File: src/rtl/loop_data_in_ctrl_pkg.sv
// loop_ctrl_pkg
// Shared definitions for the channel loop memory sequencer:
//   - controller state encoding (FILL=0, REPLAY=1) and its width
//   - wrap_inc(): increment a counter value, wrapping to zero past a maximum
package loop_ctrl_pkg;

  localparam int STATE_W = 1;

  typedef enum logic [STATE_W-1:0] {
    FILL   = 1'b0,
    REPLAY = 1'b1
  } state_e;

  // Next value of a counter that runs 0..maxVal and then wraps back to 0.
  function automatic int unsigned wrap_inc(input int unsigned cur, input int unsigned maxVal);
    return (cur >= maxVal) ? 32'd0 : cur + 32'd1;
  endfunction

endpackage

File: src/rtl/loop_data_in_ctrl_if.sv
// loop_data_in_ctrl_if
// Bundles the upstream/downstream handshake and the loop memory controls of
// the channel loop sequencer.
//   valid_in   : upstream presents a channel value
//   ready_in   : sequencer accepts a channel value
//   out_ready  : downstream can take a replayed value
//   write      : memory write enable,  wr_ptr : memory write address
//   read       : memory read enable,   rd_ptr : memory read address
//   last_out   : final replayed value of the pixel (aligned with memory data)
//   pixel_done : one-cycle pulse, pixel fully replayed
//   busy       : sequencer is replaying
// Modport master is the environment side, slave is the sequencer side.
interface loop_data_in_ctrl_if #(
  parameter int POINTER_WIDTH_LOOP = 7
) ();

  logic                          valid_in;
  logic                          ready_in;
  logic                          out_ready;
  logic                          write;
  logic [POINTER_WIDTH_LOOP-1:0] wr_ptr;
  logic                          read;
  logic [POINTER_WIDTH_LOOP-1:0] rd_ptr;
  logic                          last_out;
  logic                          pixel_done;
  logic                          busy;

  modport master (
    output valid_in, out_ready,
    input  ready_in, write, wr_ptr, read, rd_ptr, last_out, pixel_done, busy
  );

  modport slave (
    input  valid_in, out_ready,
    output ready_in, write, wr_ptr, read, rd_ptr, last_out, pixel_done, busy
  );

endinterface

File: src/rtl/loop_data_in_ctrl_mod_counter.sv
// mod_counter
// Wrap counter running 0..MAX. Advances on en_i, returns to zero on clr_i
// (clear has priority), and flags the terminal value on tc_o.
//   clk, reset : clock and asynchronous active-low reset
//   en_i       : advance one step
//   clr_i      : synchronous clear to zero
//   count_o    : current count
//   tc_o       : count is at MAX
module mod_counter
  import loop_ctrl_pkg::*;
#(
  parameter int          WIDTH = 7,
  parameter int unsigned MAX   = 1
) (
  input  logic             clk,
  input  logic             reset,
  input  logic             en_i,
  input  logic             clr_i,
  output logic [WIDTH-1:0] count_o,
  output logic             tc_o
);

  logic [WIDTH-1:0] count_q;
  logic [WIDTH-1:0] count_d;

  // Next count: clear wins over advance, otherwise hold.
  always_comb begin
    count_d = count_q;
    if (clr_i) begin
      count_d = '0;
    end else if (en_i) begin
      count_d = WIDTH'(wrap_inc(32'(count_q), MAX));
    end
  end

  // Count register, cleared immediately by reset.
  always_ff @(posedge clk or negedge reset) begin
    if (!reset) begin
      count_q <= '0;
    end else begin
      count_q <= count_d;
    end
  end

  assign count_o = count_q;
  assign tc_o    = (count_q == WIDTH'(MAX));

endmodule

File: src/rtl/loop_data_in_ctrl.sv
// loop_data_in_ctrl
// Sequencer for the per-pixel channel loop memory. In FILL it accepts
// CHANNEL_NUM_IN_PIXEL channel values and generates write/wr_ptr. In REPLAY
// it generates read/rd_ptr to play the stored channels LOOP_NUM times,
// stalling whenever downstream is not ready. After the last read it pulses
// last_out/pixel_done and returns to FILL.
//   clk, reset : clock and asynchronous active-low reset
//   bus        : handshake and memory controls (slave side)
module loop_data_in_ctrl
  import loop_ctrl_pkg::*;
#(
  parameter int CHANNEL_NUM_IN_PIXEL = 2,
  parameter int POINTER_WIDTH_LOOP   = 7,
  parameter int LOOP_NUM             = 4,
  parameter int LOOP_CNT_WIDTH       = 8
) (
  input  logic                 clk,
  input  logic                 reset,
  loop_data_in_ctrl_if.slave   bus
);

  state_e state_q;
  logic   lastOut_q;
  logic   pixelDone_q;

  logic acceptEn;
  logic writeEn;
  logic readEn;
  logic wrTc;
  logic rdTc;
  logic loopTc;
  logic finalRead;

  logic [POINTER_WIDTH_LOOP-1:0] wrPtr;
  logic [POINTER_WIDTH_LOOP-1:0] rdPtr;
  logic [LOOP_CNT_WIDTH-1:0]     loopCnt;

  // ready_in is gated by reset directly so it drops the moment reset asserts.
  assign acceptEn  = (state_q == FILL) && reset;
  assign writeEn   = bus.valid_in && acceptEn;
  assign readEn    = (state_q == REPLAY) && bus.out_ready;
  assign finalRead = readEn && rdTc && loopTc;

  // Write address: steps on each accepted channel, wraps after the last one.
  mod_counter #(
    .WIDTH (POINTER_WIDTH_LOOP),
    .MAX   (CHANNEL_NUM_IN_PIXEL - 1)
  ) u_wrPtr (
    .clk     (clk),
    .reset   (reset),
    .en_i    (writeEn),
    .clr_i   (1'b0),
    .count_o (wrPtr),
    .tc_o    (wrTc)
  );

  // Read address: steps on each replayed channel, wraps at end of a pass.
  mod_counter #(
    .WIDTH (POINTER_WIDTH_LOOP),
    .MAX   (CHANNEL_NUM_IN_PIXEL - 1)
  ) u_rdPtr (
    .clk     (clk),
    .reset   (reset),
    .en_i    (readEn),
    .clr_i   (1'b0),
    .count_o (rdPtr),
    .tc_o    (rdTc)
  );

  // Pass counter: advances when a pass completes; its wrap coincides with
  // the final read, which brings it back to zero for the next pixel.
  mod_counter #(
    .WIDTH (LOOP_CNT_WIDTH),
    .MAX   (LOOP_NUM - 1)
  ) u_loopCnt (
    .clk     (clk),
    .reset   (reset),
    .en_i    (readEn && rdTc),
    .clr_i   (1'b0),
    .count_o (loopCnt),
    .tc_o    (loopTc)
  );

  // FSM plus the end-of-pixel flags, registered one cycle after the final
  // read so they line up with the memory's read data.
  always_ff @(posedge clk or negedge reset) begin
    if (!reset) begin
      state_q     <= FILL;
      lastOut_q   <= 1'b0;
      pixelDone_q <= 1'b0;
    end else begin
      lastOut_q   <= finalRead;
      pixelDone_q <= finalRead;
      case (state_q)
        FILL:    if (writeEn && wrTc) state_q <= REPLAY;
        REPLAY:  if (finalRead)       state_q <= FILL;
      endcase
    end
  end

  // The pass counter never runs past the configured number of replays.
  loopCntInRange: assert property (@(posedge clk) disable iff (!reset)
    32'(loopCnt) < 32'(LOOP_NUM));

  assign bus.ready_in   = acceptEn;
  assign bus.write      = writeEn;
  assign bus.wr_ptr     = wrPtr;
  assign bus.read       = readEn;
  assign bus.rd_ptr     = rdPtr;
  assign bus.last_out   = lastOut_q;
  assign bus.pixel_done = pixelDone_q;
  assign bus.busy       = (state_q == REPLAY);

endmodule

File: src/flat_wrapper.sv
// flat-port wrapper written by rule: the top's interface ports become plain ports
module loop_data_in_ctrl_flat import loop_ctrl_pkg::*;
#(
  parameter int CHANNEL_NUM_IN_PIXEL = 2,
  parameter int POINTER_WIDTH_LOOP   = 7,
  parameter int LOOP_NUM             = 4,
  parameter int LOOP_CNT_WIDTH       = 8
)
  (clk, reset, bus_valid_in, bus_out_ready, bus_ready_in, bus_write, bus_wr_ptr, bus_read, bus_rd_ptr, bus_last_out, bus_pixel_done, bus_busy);
  loop_data_in_ctrl_if #(.POINTER_WIDTH_LOOP(POINTER_WIDTH_LOOP)) bus_i ();
  input  logic clk;
  input  logic reset;
  input wire logic [$bits(bus_i.valid_in)-1:0] bus_valid_in;
  input wire logic [$bits(bus_i.out_ready)-1:0] bus_out_ready;
  output wire logic [$bits(bus_i.ready_in)-1:0] bus_ready_in;
  output wire logic [$bits(bus_i.write)-1:0] bus_write;
  output wire logic [$bits(bus_i.wr_ptr)-1:0] bus_wr_ptr;
  output wire logic [$bits(bus_i.read)-1:0] bus_read;
  output wire logic [$bits(bus_i.rd_ptr)-1:0] bus_rd_ptr;
  output wire logic [$bits(bus_i.last_out)-1:0] bus_last_out;
  output wire logic [$bits(bus_i.pixel_done)-1:0] bus_pixel_done;
  output wire logic [$bits(bus_i.busy)-1:0] bus_busy;
  assign bus_i.valid_in = bus_valid_in;
  assign bus_i.out_ready = bus_out_ready;
  assign bus_ready_in = bus_i.ready_in;
  assign bus_write = bus_i.write;
  assign bus_wr_ptr = bus_i.wr_ptr;
  assign bus_read = bus_i.read;
  assign bus_rd_ptr = bus_i.rd_ptr;
  assign bus_last_out = bus_i.last_out;
  assign bus_pixel_done = bus_i.pixel_done;
  assign bus_busy = bus_i.busy;
  loop_data_in_ctrl #(.CHANNEL_NUM_IN_PIXEL(CHANNEL_NUM_IN_PIXEL), .POINTER_WIDTH_LOOP(POINTER_WIDTH_LOOP), .LOOP_NUM(LOOP_NUM), .LOOP_CNT_WIDTH(LOOP_CNT_WIDTH)) u_core (.clk(clk), .reset(reset), .bus(bus_i));
endmodule
File: config.mk
export PLATFORM = sky130hd
export DESIGN_NAME = loop_data_in_ctrl_flat
export DESIGN_NICKNAME = d
export VERILOG_FILES = /design/src/rtl/loop_data_in_ctrl_pkg.sv /design/src/rtl/loop_data_in_ctrl_if.sv /design/src/rtl/loop_data_in_ctrl_mod_counter.sv /design/src/rtl/loop_data_in_ctrl.sv /design/src/flat_wrapper.sv
export SDC_FILE = /design/constraint.sdc
export NUM_CORES = 1
export LEC_CHECK = 0
export ABC_AREA = 1
export CAP_MARGIN = 40
export CORE_MARGIN = 1.5
export CORE_UTILIZATION = 49
export CTS_CLUSTER_DIAMETER = 60
export DETAILED_ROUTE_END_ITERATION = 12
export PLACE_DENSITY = 0.78
export REMOVE_ABC_BUFFERS = 1
export SKIP_LAST_GASP = 1
export SLEW_MARGIN = 15
export SYNTH_ARGS = -nofsm -noshare
export SYNTH_HDL_FRONTEND = slang
export SYNTH_SLANG_ARGS = --single-unit
File: constraint.sdc
create_clock -name clk -period 1.3 [get_ports clk]
set_input_delay 0.39 -clock clk [delete_from_list [all_inputs] [get_ports clk]]
set_output_delay 0.39 -clock clk [all_outputs]
set_load 0.03 [all_outputs]
==> flow_summary.toml, run 1 <==
[timing]
finalMaxSlewViolations = 0
fmax_ghz = 0.663
setup_viol = 12
worst_pin_slew_ns = 0.316
rsz0062_at_grt = "true"
setup_ws_ns = -0.209
period_share = 1.16
slew_headroom = 0.789
period_needed_ns = 1.51
fin_skew_ns = 0.00725
finalHoldViolCount = 0

[yosys]
avgSynthCellArea_um2 = 9.12
yosysTopAreaCell = "dfrtp_1"
syn_area_mm2 = 0.00109
yosysSeqAreaShare = 0.549
ys_warn_count = 0
synthMuxAreaShare = 0
yosys.area_share.simple = 0.277
yosys-top-cells-area = "dfrtp_1 55%, inv_1 7.9%, nand2_1 7.9%"
synth_xor_area_frac = 0.00800
synth_top_family_by_area = "simple AND/OR/NAND/NOR gates"
ys_seq_elements = 24
synth_cells = 120
synth.top_cell.area_share = 0.549
synth_fa_ha_area_frac = 0.0571
synth_cell_types = 21
synth_compound_area_frac = 0.0183

[critical_path]
cp_cell_sequence = "inv_2 > nand3_2 > inv_2 > buf_6"
path_depth = 4
slowest_delay_ns = 0.47
startpoint_type = "flip-flop"
crit_family = "flip-flops"
required_ns = 0.91
crit_path_frequent_cell = "inv_2"
critical_path_class = "flip-flop to output pin"
endpoint_kind = "output pin"
cpMaxStageDelayCell = "dfrtp_2"
reg2regPathDepth = 8
cp_max_fo = 5
path_buf_inv = 3
arrival_ns = 1.12

[route]
vias_per_cell = 4.87
drcViolationCount = 0
drtIter0Drc = 38
ant_nets = 0
dr.pass1.iters = 4
via_count = 970
wl_per_cell_um = 14.3
drt-total-wl_um = 2860

[place]
portBuffers = 23
place_ws_ns = -0.406
placed_cells = 179
dp_hpwl_um = 1630
place.gp.congestion = 0.755

[outcome]
run_status = "complete, but fails checks"
violations = "negative setup slack"

[clock_network]
cts_max_level = 1
worstSkewPairLatency_ns = 0.31
cts-buffers-inserted = 3
tritoncts = "built"
cts-root-buf = "clkbuf_4"
cts.reportedPaths.clkPinSlew_ns = 0.13
cts_max_path_buffers = 2
clock-sinks = 24

[finish]
nNetsFinal = 182
fill_cells = 110
layout.cells.non_filler = 199
layout_common_cells = "23 x nand2_1, 23 x buf_6, 23 x buf_4"
insertedDiodeCount = 0
layout-drive-gt1-share = 0.419
syn2layout_area_growth_pct = 55.5

[grt]
grt_pass1_wl_um = 4150
grt.overflow.total = 0
grt_usage = 0.221
antenna_found_initial = 0
grt_max_degree = 25
grt_pass1_vias = 983

[worst_hold_path]
hold_path.class = "input port to async pin"

[power_and_ir_drop]
swShare = 0.400
seq_power_share = 0.312
p_sw_uw = 1410
vdd_ir_drop_max_v = 0.00150
p_clk_frac = 0.153
powerDensity_mw_per_mm2 = 2060
p_int_uw = 2110
power_frac_comb = 0.536
leakage_uw = 0.000941

[floorplanning]
pin_count = 24
row_count = 16
die_h_um = 50.3
coreArea_mm2 = 0.00204
dieArea_mm2 = 0.00253
die_w_um = 50.3
initial_core_util = 0.536

[run]
drv_cap = 0
worst reg2reg max path: stages, from the launching register on:
cell and delay (ns):
dfrtp_2 0.47, nand2_2 0.11, inv_4 0.04, buf_4 0.12, buf_4 0.14, buf_4 0.15, nand2_1 0.07, xor2_1 0.15
nor2_1 0.08
layout make-up:
class                   instances  area [um2]  share of cell area
inverters                      24        92.6              0.0544
clock buffers                   3        22.5              0.0132
flip-flops and latches         24         603               0.354
clock inverters                 1        30.0              0.0176
multi-input cells              71         459               0.270
repair buffers                 49         462               0.271
well taps                      27        33.8              0.0198
flip-flops by register name, indices dropped and copies added, names as in the netlist:
signal	cells
u_core.bus.busy	1
u_core.u_rdPtr.count_o	7
u_core.u_wrPtr.count_o	7
u_core.bus.last_out	1
u_core.u_loopCnt.count_o	8
synth_stat cells (all sizes together):
library cell  instances
ha                    5
dfrtp                24
nand3b                2
nand2                25
inv                  24
or2                   1
nor2                 24
o21ai                 3
nand4                 1
buf                   1
xor2                  1
nor3                  2
nand3                 6
a21oi                 1
routing by layer:
metal  up-vias  global-route usage  share of wire
li1        462                   -              -
met1       470               0.255           0.40
met2        32               0.397           0.55
met3         6              0.0417          0.039
met4         0              0.0926          0.013
met5         -                   0              0
cells by family after synthesis:
kind of cell,count (synthesis)
buffers and inverters,25
and+or+nand+nor,61
xor gates and xnor gates,1
adders and majority gates,5
AOI/OAI and AO/OA,4
DFF,24
final timing paths:
kind / startpoint / end / slack [ns]
worst min-delay path: reset / u_core.bus.last_out / 0.28
min in group clk: u_core.u_loopCnt.count_o[4] / u_core.u_loopCnt.count_o[4] / 0.50
worst max register to register: u_core.bus.busy / u_core.u_rdPtr.count_o[2] / -0.12
max in group asynchronous: reset / u_core.u_wrPtr.count_o[1] / 0.77
worst max-delay path: u_core.bus.busy / bus_write / -0.21
worst min register to register: u_core.u_loopCnt.count_o[4] / u_core.u_loopCnt.count_o[4] / 0.50
power groups by stage:
stage               registers (uW)  logic [uW]  clock network [uW]
floorplan                     1260         634                   0
global placement              1070        1250                   0
detailed placement            1080        1310                   0
CTS                           1060        1590                 547
global route                  1120        2020                 578
finish                        1100        1880                 536
through the flow:
step	setup TNS, ns	total power [uW]	area, um2	hold WS, ns	utilization
3_3_place_gp	-4.51	2320	1380	0.471	0.674
4_1_cts	-1.06	3200	1590	0.278	0.777
5_1_grt	-2.28	3720	1700	0.310	0.834
6_report	-1.04	3510	1700	0.275	0.834
3_5_place_dp	-4.91	2390	1380	0.480	0.674
2_1_floorplan	-0.436	1890	1090	0.0944	-
what timing repair did:
action                                  in CTS  in global routing
gates resized for setup                     16                 30
endpoints found under the hold margin        0                  0
buffers inserted                            17                  0
endpoints found under the setup margin      15                 35
gates cloned                                 0                  0
pin swaps                                    2                  5
hold buffers                                 0                  0
(Power assumes the default switching activity.)
==> run 2, diff against run 1 <==
--- a/config.mk
+++ b/config.mk
@@ -7,7 +7,7 @@
 export LEC_CHECK = 0
 export ABC_AREA = 1
 export CAP_MARGIN = 40
-export CORE_MARGIN = 1.5
+export CORE_MARGIN = 2
 export CORE_UTILIZATION = 49
 export CTS_CLUSTER_DIAMETER = 60
 export DETAILED_ROUTE_END_ITERATION = 12
==> flow_summary.toml, run 2 (same netlist as run 1, synthesis figures left out) <==
[outcome]
run_status = "complete, but fails checks"
violations = "negative setup slack"

[route]
drtIter0Drc = 10
via_count = 949
drt-total-wl_um = 2560
ant_nets = 0
dr.pass1.iters = 4
wl_per_cell_um = 12.7
vias_per_cell = 4.70
drcViolationCount = 0

[finish]
fill_cells = 164
final_common_cell = "buf_4"
nNetsFinal = 184
largest_reg_flops = 8
insertedDiodeCount = 0
finalCoreUtilization = 0.772
multi_input_area_um2 = 429
seq_area_um2 = 604
layout_common_cells = "28 x buf_4, 23 x nand2_1, 21 x dfrtp_1"
syn2layout_area_growth_pct = 53.0
layout-drive-gt1-share = 0.414

[clock_network]
cts_max_level = 1
cts-buffers-inserted = 3
clock-sinks = 24
worstSkewPairLatency_ns = 0.32
cts_max_path_buffers = 2
cts.reportedPaths.clkPinSlew_ns = 0.13
cts-root-buf = "clkbuf_4"
tritoncts = "built"
cts_hold_buf = 0

[place]
dp_hpwl_um = 1540
place.gp.congestion = 0.804
place_ws_ns = -0.386
portBuffers = 23

[worst_hold_path]
hold_path.class = "input port to async pin"

[critical_path]
required_ns = 0.91
reg2reg_slack_ns = 0.02
critical_path_class = "flip-flop to output pin"
cp_max_fo = 5
cpMaxStageDelayCell = "dfrtp_2"
slowest_delay_ns = 0.47
startpoint_type = "flip-flop"
crit_path_frequent_cell = "inv_2"
arrival_ns = 1.12
cp_cell_sequence = "inv_2 > nand3_2 > inv_2 > buf_6"
endpoint_kind = "output pin"
reg2regPathDepth = 6

[grt]
antenna_found_initial = 0
grt.overflow.total = 0
grt_pass1_vias = 969
grt_usage = 0.204
grt_pass1_wl_um = 4000
grt_max_degree = 25

[timing]
rsz0062_at_grt = "true"
fin_skew_ns = 0.00376
period_needed_ns = 1.51
fmax_ghz = 0.661
slew_headroom = 0.799
finalHoldViolCount = 0
setup_viol = 8
setup_ws_ns = -0.212
period_share = 1.16
worst_pin_slew_ns = 0.302
finalMaxSlewViolations = 0

[floorplanning]
coreArea_mm2 = 0.00217
die_w_um = 51.3
dieArea_mm2 = 0.00263
initial_core_util = 0.505
row_count = 17
pin_count = 24
die_h_um = 51.3

[run]
drv_cap = 0

[power_and_ir_drop]
leakage_uw = 0.000934
powerDensity_mw_per_mm2 = 2020
vdd_ir_drop_max_v = 0.00154
[run 2: cell type report]
class                      instances  area share
inverter                          24      0.0553
clock buffer                       3      0.0134
sequential                        24       0.361
tap                               28      0.0209
timing repair buffer              51       0.276
clock inverter                     1      0.0179
multi-input combinational         71       0.256
[run 2: metal layers]
layer,global-route usage,share of wire,vias up
met5,0,0,-
met4,0.0965,0.016,0
met3,0.0468,0.064,4
met2,0.355,0.51,32
met1,0.238,0.41,450
li1,-,-,463
[run 2: through the flow]
stage	power (uW)	setup TNS [ns]	hold slack (ns)	instances	area (um2)
after global routing	3610	-1.38	0.313	202	1680
after floorplan	1890	-0.436	0.0944	119	1090
final	3380	-0.902	0.276	202	1680
after detailed placement	2340	-4.72	0.479	178	1360
after CTS	3120	-0.800	0.286	196	1550
after global placement	2270	-4.40	0.467	178	1360
[run 2: timing repair]
item | CTS | global route
pin swaps | 3 | 11
hold endpoints to repair | 0 | 0
gates resized for setup | 16 | 23
setup buffers | 15 | 6
setup endpoints to repair | 17 | 26
[run 2: critical path: cells and delay by family, from the launching register on]
kind / cells / cell delay (ns)
flip-flops: 1 / 0.47
buffers and inverters: 3 / 0.27
AND/OR/NAND/NOR: 1 / 0.07
[run 2: power breakdown]
part / switching [uW] / leakage, uW / internal (uW)
Sequential: 165 / 0.000321 / 943
Clock: 231 / 0.0000279 / 312
Combinational: 903 / 0.000586 / 831
[run 2: worst paths after layout]
path	start	to
max in group asynchronous	reset	u_core.u_wrPtr.count_o[0]
min reg2reg	u_core.u_loopCnt.count_o[3]	u_core.u_loopCnt.count_o[3]
min	reset	u_core.u_rdPtr.count_o[1]
min in group clk	u_core.u_loopCnt.count_o[3]	u_core.u_loopCnt.count_o[3]
max reg2reg	u_core.u_rdPtr.count_o[2]	u_core.u_loopCnt.count_o[7]
max	u_core.bus.busy	bus_write
==> run 3, diff against run 2 <==
--- a/config.mk
+++ b/config.mk
@@ -18,3 +18,4 @@
 export SYNTH_ARGS = -nofsm -noshare
 export SYNTH_HDL_FRONTEND = slang
 export SYNTH_SLANG_ARGS = --single-unit
+export TNS_END_PERCENT = 30
==> flow_summary.toml, run 3 (same netlist as run 1, synthesis figures left out) <==
[power_and_ir_drop]
vdd_ir_drop_max_v = 0.00152
finalPower_uw = 3230
leakage_uw = 0.000873
p_sw_uw = 1260
swShare = 0.389
seq_power_share = 0.341
p_int_uw = 1970
power_frac_comb = 0.494
p_clk_frac = 0.166
powerDensity_mw_per_mm2 = 2090

[timing]
finalMaxSlewViolations = 0
finalHoldViolCount = 0
period_share = 1.16
worst_pin_slew_ns = 0.317
fin_skew_ns = 0.00354
setup_viol = 16
slew_headroom = 0.787
period_needed_ns = 1.50
rsz0062_at_grt = "true"
setup_ws_ns = -0.205
fmax_ghz = 0.664

[grt]
grt_pass1_vias = 898
grt_usage = 0.186
grt.overflow.total = 0
grt_pass1_wl_um = 3640
grt_max_degree = 25
antenna_found_initial = 0

[finish]
seq_area_um2 = 603
syn2layout_area_growth_pct = 41.3
insertedDiodeCount = 0
layout-drive-gt1-share = 0.366
fill_cells = 188
finalCoreUtilization = 0.713
final_common_cell = "buf_4"
multi_input_area_um2 = 425
layout_common_cells = "31 x buf_4, 22 x nand2_1, 22 x dfrtp_1"
nNetsFinal = 174
largest_reg_flops = 8

[route]
drt-total-wl_um = 2240
wl_per_cell_um = 11.7
via_count = 909
dr.pass1.iters = 4
ant_nets = 0
drcViolationCount = 0
vias_per_cell = 4.73
drtIter0Drc = 14

[clock_network]
cts.reportedPaths.clkPinSlew_ns = 0.13
clock-sinks = 24
worstSkewPairLatency_ns = 0.32
cts_max_path_buffers = 2
cts-root-buf = "clkbuf_4"
cts-buffers-inserted = 3
tritoncts = "built"
cts_hold_buf = 0
cts_max_level = 1

[outcome]
run_status = "complete, but fails checks"
violations = "negative setup slack"

[critical_path]
crit_start = "u_core.bus.busy"
reg2reg_slack_ns = 0
required_ns = 0.91
rr_startpoint = "u_core.u_rdPtr.count_o[0]"
rr_endpoint = "u_core.u_rdPtr.count_o[1]"
startpoint_type = "flip-flop"
cp_max_fo = 5
critical_path_class = "flip-flop to output pin"
reg2regPathDepth = 6
arrival_ns = 1.11
endpoint_kind = "output pin"

[floorplanning]
row_count = 17
pin_count = 24
initial_core_util = 0.505
die_w_um = 51.3
coreArea_mm2 = 0.00217
dieArea_mm2 = 0.00263
die_h_um = 51.3

[place]
portBuffers = 23
place.gp.congestion = 0.804
dp_hpwl_um = 1540

[run]
drv_cap = 0

[worst_hold_path]
hold_path.class = "input port to async pin"
==> run 3: layout make-up <==
class	instances	share of cell area
clock buffers	3	0.0146
clock inverters	1	0.0194
inverters	24	0.0599
multi-input cells	71	0.275
flip-flops and latches	24	0.390
well taps	28	0.0227
repair buffers	41	0.218
==> run 3: metrics by stage <==
step | std cells | hold slack [ns] | cell area (um2) | setup TNS (ns) | worst slack [ns]
floorplan | 119 | 0.0944 | 1090 | -0.436 | -0.100
global placement | 178 | 0.467 | 1360 | -4.40 | -0.375
detailed placement | 178 | 0.479 | 1360 | -4.72 | -0.386
CTS | 187 | 0.286 | 1470 | -1.10 | -0.238
global route | 192 | 0.317 | 1550 | -1.66 | -0.243
finish | 192 | 0.284 | 1550 | -0.921 | -0.205
==> run 3: power by group through the flow <==
stage / sequential (uW) / clock, uW / combinational, uW
2_1_floorplan: 1260 / 0 / 634
3_3_place_gp: 1080 / 0 / 1190
3_5_place_dp: 1090 / 0 / 1240
4_1_cts: 1090 / 547 / 1350
5_1_grt: 1120 / 567 / 1760
6_report: 1100 / 535 / 1590
==> run 3: worst max-delay path by stage <==
| stage | endpoint | slack, ns |
|---|---|---|
| after floorplan | bus_write | -0.10 |
| after global placement | bus_write | -0.38 |
| after detailed placement | bus_write | -0.39 |
| after CTS | bus_write | -0.24 |
| after global routing | bus_write | -0.24 |
| final | bus_write | -0.20 |
==> run 3: layer usage <==
metal,track usage,part of all wire,vias up
met5,0,0,-
met4,0.0921,0.030,0
met3,0.0409,0.075,8
li1,-,-,445
met2,0.310,0.46,32
met1,0.228,0.43,424
==> run 3: critical path, stage by stage, from the launching register on <==
cell and delay (ns):
dfrtp_2 0.47, inv_2 0.06, nand3_2 0.07, inv_2 0.08, buf_6 0.13
==> run 3: repair_timing <==
| item | in CTS | in global routing |
|---|---|---|
| resized for setup | 9 | 14 |
| pin swaps | 2 | 8 |
| endpoints found under the setup margin | 17 | 27 |
| buffers inserted | 6 | 5 |
